[config.mk]
export PLATFORM = sky130hd
export DESIGN_NAME = reg_wr_arb
export DESIGN_NICKNAME = d
export VERILOG_FILES = /design/src/rtl/reg_wr_arb.sv
export SDC_FILE = /design/constraint.sdc
export NUM_CORES = 1
export LEC_CHECK = 0
export BUFFER_PORTS_ARGS = -buffer_cell sky130_fd_sc_hd__buf_2
export CELL_PAD_IN_SITES_DETAIL_PLACEMENT = 1
export CELL_PAD_IN_SITES_GLOBAL_PLACEMENT = 1
export CORE_MARGIN = 1
export CORE_UTILIZATION = 34
export CTS_CLUSTER_SIZE = 24
export DETAILED_ROUTE_END_ITERATION = 10
export PLACE_DENSITY_LB_ADDON = 0.08
export SLEW_MARGIN = 10
export SYNTH_ARGS = -nofsm -noshare
export SYNTH_HDL_FRONTEND = slang
export SYNTH_SLANG_ARGS = --single-unit
[constraint.sdc]
create_clock -name clk -period 3.8 [get_ports clk]
set_clock_uncertainty 0.05 [all_clocks]
set_input_delay 0.95 -clock clk [delete_from_list [all_inputs] [get_ports clk]]
set_output_delay 0.95 -clock clk [all_outputs]
set_load 0.03 [all_outputs]
[src/rtl/reg_wr_arb.sv]
// Two-requester register write arbiter: host and engine-config requesters share one
// register write bus. One transaction outstanding at a time; round-robin on contention;
// each write completes on reg_ack or on a bounded wait with an error completion.
module reg_wr_arb #(
  parameter int unsigned C_ADDR_WIDTH = 10,
  parameter int unsigned C_DATA_WIDTH = 32,
  parameter int unsigned C_TIMEOUT    = 16  // legal 2..255
) (
  input  logic                    clk,
  input  logic                    rst_n,
  // host requester
  input  logic                    h_valid,
  output logic                    h_ready,
  input  logic [C_ADDR_WIDTH-1:0] h_addr,
  input  logic [C_DATA_WIDTH-1:0] h_data,
  output logic                    h_done,
  output logic                    h_err,
  // engine-config requester
  input  logic                    e_valid,
  output logic                    e_ready,
  input  logic [C_ADDR_WIDTH-1:0] e_addr,
  input  logic [C_DATA_WIDTH-1:0] e_data,
  output logic                    e_done,
  output logic                    e_err,
  // register write bus
  output logic [C_ADDR_WIDTH-1:0] reg_data_addr,
  output logic [C_DATA_WIDTH-1:0] reg_data,
  output logic                    reg_data_write,
  input  logic                    reg_ack,
  output logic                    grant_eng
);

  localparam int unsigned CntWidth = 8;
  // Timeout fires on the WAIT cycle whose increment would bring the counter to C_TIMEOUT-1.
  localparam logic [CntWidth-1:0] CntLast = CntWidth'(C_TIMEOUT - 2);

  typedef enum logic [1:0] {StIdle, StIssue, StWait} state_e;

  state_e                   state_q, state_d;
  logic [CntWidth-1:0]      cnt_q, cnt_d;
  logic                     grant_q;
  logic [C_ADDR_WIDTH-1:0]  addr_q;
  logic [C_DATA_WIDTH-1:0]  data_q;
  logic                     h_done_q, h_err_q, e_done_q, e_err_q;
  logic                     hs_h, hs_e, timeout, finish;

  // State register
  always_ff @(posedge clk) begin
    if (!rst_n) begin
      state_q <= StIdle;
    end else begin
      state_q <= state_d;
    end
  end

  // Next-state logic
  always_comb begin
    state_d = state_q;
    unique case (state_q)
      StIdle:  if (hs_h || hs_e) state_d = StIssue;
      StIssue: state_d = StWait;
      StWait:  if (finish) state_d = StIdle;
      default: state_d = StIdle;
    endcase
  end

  // Ready outputs: only in IDLE, contention resolved away from the last owner
  always_comb begin
    h_ready = 1'b0;
    e_ready = 1'b0;
    if (rst_n && (state_q == StIdle)) begin
      if (h_valid && e_valid) begin
        h_ready = grant_q;
        e_ready = !grant_q;
      end else begin
        h_ready = h_valid;
        e_ready = e_valid;
      end
    end
  end

  assign hs_h    = h_valid & h_ready;
  assign hs_e    = e_valid & e_ready;
  assign timeout = (state_q == StWait) && (cnt_q == CntLast);
  // reg_ack takes priority over timeout; both end the transaction
  assign finish  = (state_q == StWait) && (reg_ack || timeout);

  // Wait counter next value: cleared on issue, counts WAIT cycles without ack
  always_comb begin
    cnt_d = cnt_q;
    if (state_q == StIssue) begin
      cnt_d = '0;
    end else if ((state_q == StWait) && !reg_ack) begin
      cnt_d = cnt_q + CntWidth'(1);
    end
  end

  // Datapath: capture on handshake, completion flags registered one cycle after WAIT exit
  always_ff @(posedge clk) begin
    if (!rst_n) begin
      cnt_q    <= '0;
      grant_q  <= 1'b1;  // host wins the first contention
      addr_q   <= '0;
      data_q   <= '0;
      h_done_q <= 1'b0;
      h_err_q  <= 1'b0;
      e_done_q <= 1'b0;
      e_err_q  <= 1'b0;
    end else begin
      cnt_q <= cnt_d;
      if (hs_h || hs_e) begin
        grant_q <= hs_e;
        addr_q  <= hs_e ? e_addr : h_addr;
        data_q  <= hs_e ? e_data : h_data;
      end
      h_done_q <= finish && !grant_q;
      h_err_q  <= finish && !grant_q && !reg_ack;
      e_done_q <= finish && grant_q;
      e_err_q  <= finish && grant_q && !reg_ack;
    end
  end

  assign reg_data_write = (state_q == StIssue);
  assign reg_data_addr  = addr_q;
  assign reg_data       = data_q;
  assign grant_eng      = grant_q;
  assign h_done         = h_done_q;
  assign h_err          = h_err_q;
  assign e_done         = e_done_q;
  assign e_err          = e_err_q;

endmodule

==> flow_summary.json, run 1 <==
{
  "netlist.area_leader.share_pct": 42.6,
  "synth-main-ff-cell": "dfxtp_1",
  "syn_nets": 417,
  "grt_use_total_pct": 23.2,
  "ctsHoldBuffers": 0,
  "max_stage_delay_ns": 0.60,
  "synthCells": 326,
  "synth_cell_types": 37,
  "ir_drop_mv": 0.174,
  "gp_congestion": 0.761,
  "row_count": 31,
  "clockRootBuffer": "clkbuf_8",
  "crit_family": "simple AND/OR/NAND/NOR gates",
  "dp_hpwl_mm": 6.08,
  "syn_to_final_growth_pct": 33.2,
  "holdWs_ns": 0.451,
  "p_leak_uw": 0.00145,
  "fin_crit_sh_pct": 82.1,
  "netlist_area_sq_mm": 0.00268,
  "clkTransAtPathRegs_ns": 0.07,
  "cts_tree": "yes",
  "postPlaceCellArea_sq_mm": 0.00341,
  "critPathKind": "primary input to primary output",
  "final_antenna_net_count": 0,
  "cts_buffer_depth": 2,
  "p_total_uw": 1540,
  "finalCriticalPeriod_ns": 3.12,
  "clkSinkCount": 57,
  "drt_pre_antenna_iters": 4,
  "dr_total_vias": 3041,
  "start_util_pct": 36.0,
  "drcViolationCount": 0,
  "io_buffer_count": 138,
  "fin_area_sq_mm": 0.00357,
  "n_fill_cell": 974,
  "slew_violations": 0,
  "ctsHtreeMaxLevel": 3,
  "crit_arrival_ns": 2.12,
  "ios": 139,
  "finalHoldViolCount": 0,
  "synth_edf_count": 0,
  "yosysSeqAreaShare_pct": 42.6,
  "grt_pass1_vias": 3101,
  "ys_async_sr_fraction_pct": 0,
  "hp-class": "flop to flop",
  "fmax_mhz": 320,
  "tightest_slew_ns": 0.856,
  "grt_max_degree": 85,
  "drive_gt1_share_pct": 36.2,
  "via_per_inst": 5.56,
  "wirelength_mm": 9.22,
  "nets": 534,
  "antenna_found_initial": 0,
  "die_h_um": 90.7,
  "grt_pass1_wl_mm": 15.3,
  "wl_per_cell_um": 16.9,
  "power.density_mw_per_mm2": 431,
  "diodes": 0,
  "endpoint_kind": "primary output",
  "maxCapViolCount": 0,
  "maxSlewHeadroom_pct": 42.9,
  "dieWidth_um": 90.7,
  "cp_common_cell": "buf_2",
  "gr-total-overflow": 0,
  "tns_ns": 0,
  "postCtsSetupBuffers": 0,
  "slowest_stage": "or3b_1",
  "ys_ff_latch": 57,
  "startpoint_type": "primary input",
  "ys_warn_count": 0,
  "path_buf_inv": 2,
  "drt_iter0_drc": 106,
  "outcome": "finished clean",
  "cts_resized": 0,
  "worstPathRequired_ns": 2.80,
  "worstPathCellList": "buf_2, or3b_1, nor2_1, buf_2",
  "core_sq_mm": 0.00745,
  "synth_top_area_cell": "dfxtp_1",
  "die_area_sq_mm": 0.00823,
  "cp_max_fo": 17,
  "clk_latency_ns": 0.33,
  "setup-violations-final": 0,
  "synthTopCellsByArea": "dfxtp_1 43%, a311oi_1 14%, a21oi_1 9.3%",
  "rsz0062_at_grt": "false",
  "syn_avg_cell_area_sq_um": 8.21,
  "numCtsBuffers": 9
}
## layer usage
layer	share of wire, %	vias up	routed length (um)	track usage, %
li1	-	1488	-	-
met1	43	1459	3980	27.5
met2	49	81	4520	38.8
met3	6.1	13	565	7.74
met4	1.7	0	155	8.06
met5	0	-	0	0
## logic make-up (layout without fill, tap and decap cells)
group | Yosys count | count (layout) | share of synthesized area [%]
AO/OA/AOI/OAI | 147 | 147 | 34.3
AND/OR/NAND/NOR | 76 | 76 | 15.7
flip-flops | 57 | 57 | 42.6
buffers and inverters | 43 | 165 | 6.17
adder cells (fa/ha/maj) | 2 | 2 | 0.934
XOR/XNOR | 1 | 1 | 0.327
## final timing paths
check	from	depth (start not counted)	slack [ns]	end
worst max-delay path	rst_n	4	0.68	h_ready
worst min-delay path	cnt_q[7]$_SDFFE_PP0P_	2	0.45	cnt_q[7]$_SDFFE_PP0P_
worst max register to register	state_q[1]$_SDFFE_PN0P_	4	1.82	reg_data[31]$_SDFFE_PN0P_
worst min register to register	cnt_q[7]$_SDFFE_PP0P_	2	0.45	cnt_q[7]$_SDFFE_PP0P_
## state kept, by name, summed over array words and instances (netlist names)
| signal | count |
|---|---|
| cnt_q | 8 |
| e_done | 1 |
| e_err | 1 |
| grant_eng | 1 |
| h_done | 1 |
| h_err | 1 |
| reg_data | 32 |
| reg_data_addr | 10 |
| state_q | 2 |
## cells in the mapped netlist, types with 3 or more instances
| master | number |
|---|---|
| a21oi_1 | 50 |
| inv_1 | 3 |
| nand3_1 | 45 |
| clkbuf_1 | 34 |
| o31ai_1 | 3 |
| a311oi_1 | 42 |
| or4_1 | 3 |
| nor2_1 | 5 |
| o21ai_0 | 46 |
| dfxtp_1 | 57 |
| nand2_1 | 4 |
## cell type report
type | instances | area (sq um) | share of cell area (%)
Sequential cell | 57 | 1140 | 32.0
Inverter | 4 | 15.0 | 0.421
Clock inverter | 4 | 20.0 | 0.561
Tap cell | 99 | 124 | 3.47
Timing Repair Buffer | 145 | 743 | 20.8
Clock buffer | 12 | 135 | 3.79
Multi-Input combinational cell | 226 | 1390 | 38.9
## tightest hold or removal path: cells and delay by family, from the launching register on
family             cells  cell delay [ns]
DFF                    1             0.33
AOI/OAI and AO/OA      2             0.13
## cells in the final DEF, fill, tap and decap left out, types with 3 or more instances in the layout
| cell type | n |
|---|---|
| dfxtp_1 | 57 |
| inv_1 | 3 |
| clkbuf_1 | 3 |
| nand2_1 | 4 |
| clkinv_2 | 4 |
| clkbuf_8 | 9 |
| nand3_1 | 45 |
| o21ai_0 | 46 |
| buf_2 | 138 |
| a311oi_1 | 42 |
| nor2_1 | 5 |
| buf_4 | 7 |
| a21oi_1 | 50 |
| or4_1 | 3 |
| o31ai_1 | 3 |
## metrics by stage
step                setup slack, ns  utilization, %  cells
global route                  0.587            47.9    547
finish                        0.679            47.9    547
floorplan                     0.762               -    326
CTS                           0.670            47.9    547
detailed placement            0.670            45.8    531
global placement              0.692            45.8    531
## power breakdown
group | internal (uW) | leakage (uW) | switching, uW | total [uW]
registers | 646 | 0.000468 | 30.1 | 676
clock network | 232 | 0.0000839 | 233 | 466
logic | 132 | 0.000901 | 266 | 397
Note: power is estimated with default switching activity, not from simulation.
==> run 2, diff against run 1 <==
--- a/config.mk
+++ b/config.mk
@@ -9,7 +9,7 @@
 export CELL_PAD_IN_SITES_DETAIL_PLACEMENT = 1
 export CELL_PAD_IN_SITES_GLOBAL_PLACEMENT = 1
 export CORE_MARGIN = 1
-export CORE_UTILIZATION = 34
+export CORE_UTILIZATION = 31
 export CTS_CLUSTER_SIZE = 24
 export DETAILED_ROUTE_END_ITERATION = 10
 export PLACE_DENSITY_LB_ADDON = 0.08
==> constraint.sdc (replaced) <==
create_clock -name clk -period 3.2 [get_ports clk]
set_clock_uncertainty 0.05 [all_clocks]
set_input_delay 0.8 -clock clk [delete_from_list [all_inputs] [get_ports clk]]
set_output_delay 0.8 -clock clk [all_outputs]
set_load 0.03 [all_outputs]
==> run 2 against run 1 <==
Cell count up 1.8%. Non-clock buffer count rose by 4. Sequential power increased by 19%. Global-route usage decreased by 1.1 points. Total power rose by 22%. Highest routed layer unchanged.
==> flow_summary.json, run 2 (synthesis results as in run 1) <==
{
  "clkTransAtPathRegs_ns": 0.07,
  "pre_cts_ws_ns": 0.619,
  "startpoint_type": "primary input",
  "p_clk_share_pct": 31.3,
  "layout_commonest_cell": "buf_2",
  "p_switching_uw": 653,
  "antenna_found_initial": 1,
  "clockRootBuffer": "clkbuf_8",
  "seqPwrFrac_pct": 42.8,
  "gr-total-overflow": 0,
  "setup-violations-final": 0,
  "crit_path_end": "e_ready",
  "critPathKind": "primary input to primary output",
  "ctsHoldBuffers": 0,
  "slowest_stage": "or3b_1",
  "worstReg2RegEnd": "cnt_q[5]$_SDFFE_PP0P_",
  "power.density_mw_per_mm2": 519,
  "maxSlewHeadroom_pct": 64.8,
  "setup_ws_ns": 0.623,
  "p_leak_uw": 0.00148,
  "ir_drop_mv": 0.223,
  "dp_hpwl_mm": 6.29,
  "hp-class": "flop to flop",
  "instances_no_fill": 557,
  "pwr-share-comb_pct": 25.9,
  "swShare_pct": 34.8,
  "placed_cells": 541,
  "grt_pass1_vias": 3035,
  "grt_max_degree": 43,
  "crit_start": "rst_n",
  "crit_arrival_ns": 1.73,
  "cts_buffer_depth": 2,
  "grt_pass1_wl_mm": 15.2,
  "ios": 139,
  "die_area_sq_mm": 0.00901,
  "intPower_uw": 1220,
  "tightest_slew_ns": 0.524,
  "numCtsBuffers": 9,
  "drt_iter0_drc": 143,
  "p_total_uw": 1880,
  "slew_violations": 0,
  "maxCapViolCount": 0,
  "finalCriticalPeriod_ns": 2.58,
  "drt_pre_antenna_iters": 4,
  "reg2reg_depth": 3,
  "wirelength_mm": 9.64,
  "fin_crit_sh_pct": 80.5,
  "dieWidth_um": 94.9,
  "drcViolationCount": 0,
  "largest_reg_flops": 32,
  "cp_common_cell": "buf_2",
  "wl_per_cell_um": 17.3,
  "endpoint_kind": "primary output",
  "dr_total_vias": 3066,
  "cts_resized": 0,
  "utilization_pct": 43.6,
  "cp_max_fo": 8,
  "die_h_um": 94.9,
  "io_buffer_count": 138,
  "via_per_inst": 5.50,
  "drive_gt1_share_pct": 37.3,
  "finalHoldViolCount": 0,
  "nets": 538,
  "syn_to_final_growth_pct": 35.0,
  "postCtsSetupBuffers": 0,
  "worstPathCellList": "buf_2, or3b_1, nor2_1, buf_2",
  "final_antenna_net_count": 0,
  "gp_congestion": 0.694,
  "max_stage_delay_ns": 0.44,
  "rsz0062_at_grt": "false",
  "clkSinkCount": 57,
  "row_count": 33,
  "reg2reg_from": "state_q[1]$_SDFFE_PN0P_",
  "outcome": "finished clean",
  "clk_latency_ns": 0.34,
  "grt_use_total_pct": 22.0,
  "fmax_mhz": 388,
  "core_sq_mm": 0.00830,
  "tns_ns": 0,
  "ctsHtreeMaxLevel": 3,
  "layout_common_cells": "138 x buf_2, 57 x dfxtp_1, 50 x a21oi_1, 46 x o21ai_0, 45 x nand3_1",
  "worstPathRequired_ns": 2.35,
  "r2r_setup_slack_ns": 1.36,
  "cts_tree": "yes",
  "start_util_pct": 32.3
}
## run 2: cell count changes in the layout (fill, tap and decap cells not counted), sizes merged
cell,previous run,this run
clkbuf,12,11
diode,0,1
buf,145,149
## run 2: routing by layer
metal | global-route usage (%) | vias to the layer above | part of all wire, %
met5 | 0 | - | 0
met4 | 5.93 | 0 | 1.1
met3 | 8.21 | 9 | 5.4
met2 | 36.9 | 83 | 50
met1 | 26.4 | 1479 | 43
li1 | - | 1495 | -
## run 2: layout make-up
cell class,count,area (sq um)
diodes,1,2.50
clock buffers,11,141
clock inverters,4,20.0
fillers,1043,4680
inverters,4,15.0
multi-input cells,226,1390
flip-flops and latches,57,1140
well taps,105,131
repair buffers,149,773
## run 2: worst min path at each step
stage | endpoint | start | slack [ns] | depth (start not counted)
floorplan | cnt_q[7]$_SDFFE_PP0P_ | cnt_q[7]$_SDFFE_PP0P_ | 0.40 | 2
global placement | cnt_q[7]$_SDFFE_PP0P_ | cnt_q[7]$_SDFFE_PP0P_ | 0.42 | 2
finish | cnt_q[7]$_SDFFE_PP0P_ | cnt_q[7]$_SDFFE_PP0P_ | 0.44 | 2
detailed placement | cnt_q[7]$_SDFFE_PP0P_ | cnt_q[7]$_SDFFE_PP0P_ | 0.43 | 2
CTS | cnt_q[7]$_SDFFE_PP0P_ | cnt_q[7]$_SDFFE_PP0P_ | 0.44 | 2
global route | cnt_q[7]$_SDFFE_PP0P_ | cnt_q[7]$_SDFFE_PP0P_ | 0.46 | 2
## run 2: through the flow
step	instance area [sq um]	hold slack, ns
floorplan	2680	0.402
global placement	3450	0.420
detailed placement	3450	0.434
CTS	3610	0.444
global route	3610	0.460
finish	3610	0.439
## run 2: critical path, delay by kind of cell
| family | cells | cell delay (ns) |
|---|---|---|
| AND/OR/NAND/NOR | 2 | 0.56 |
| buffers and inverters | 2 | 0.36 |
## run 2: power groups by stage
| stage | logic, uW | clock network, uW | registers (uW) |
|---|---|---|---|
| 6_report | 485 | 587 | 803 |
| 5_1_grt | 528 | 640 | 810 |
| 4_1_cts | 490 | 605 | 803 |
| 3_5_place_dp | 489 | 0 | 817 |
| 3_3_place_gp | 482 | 0 | 817 |
| 2_1_floorplan | 205 | 0 | 918 |
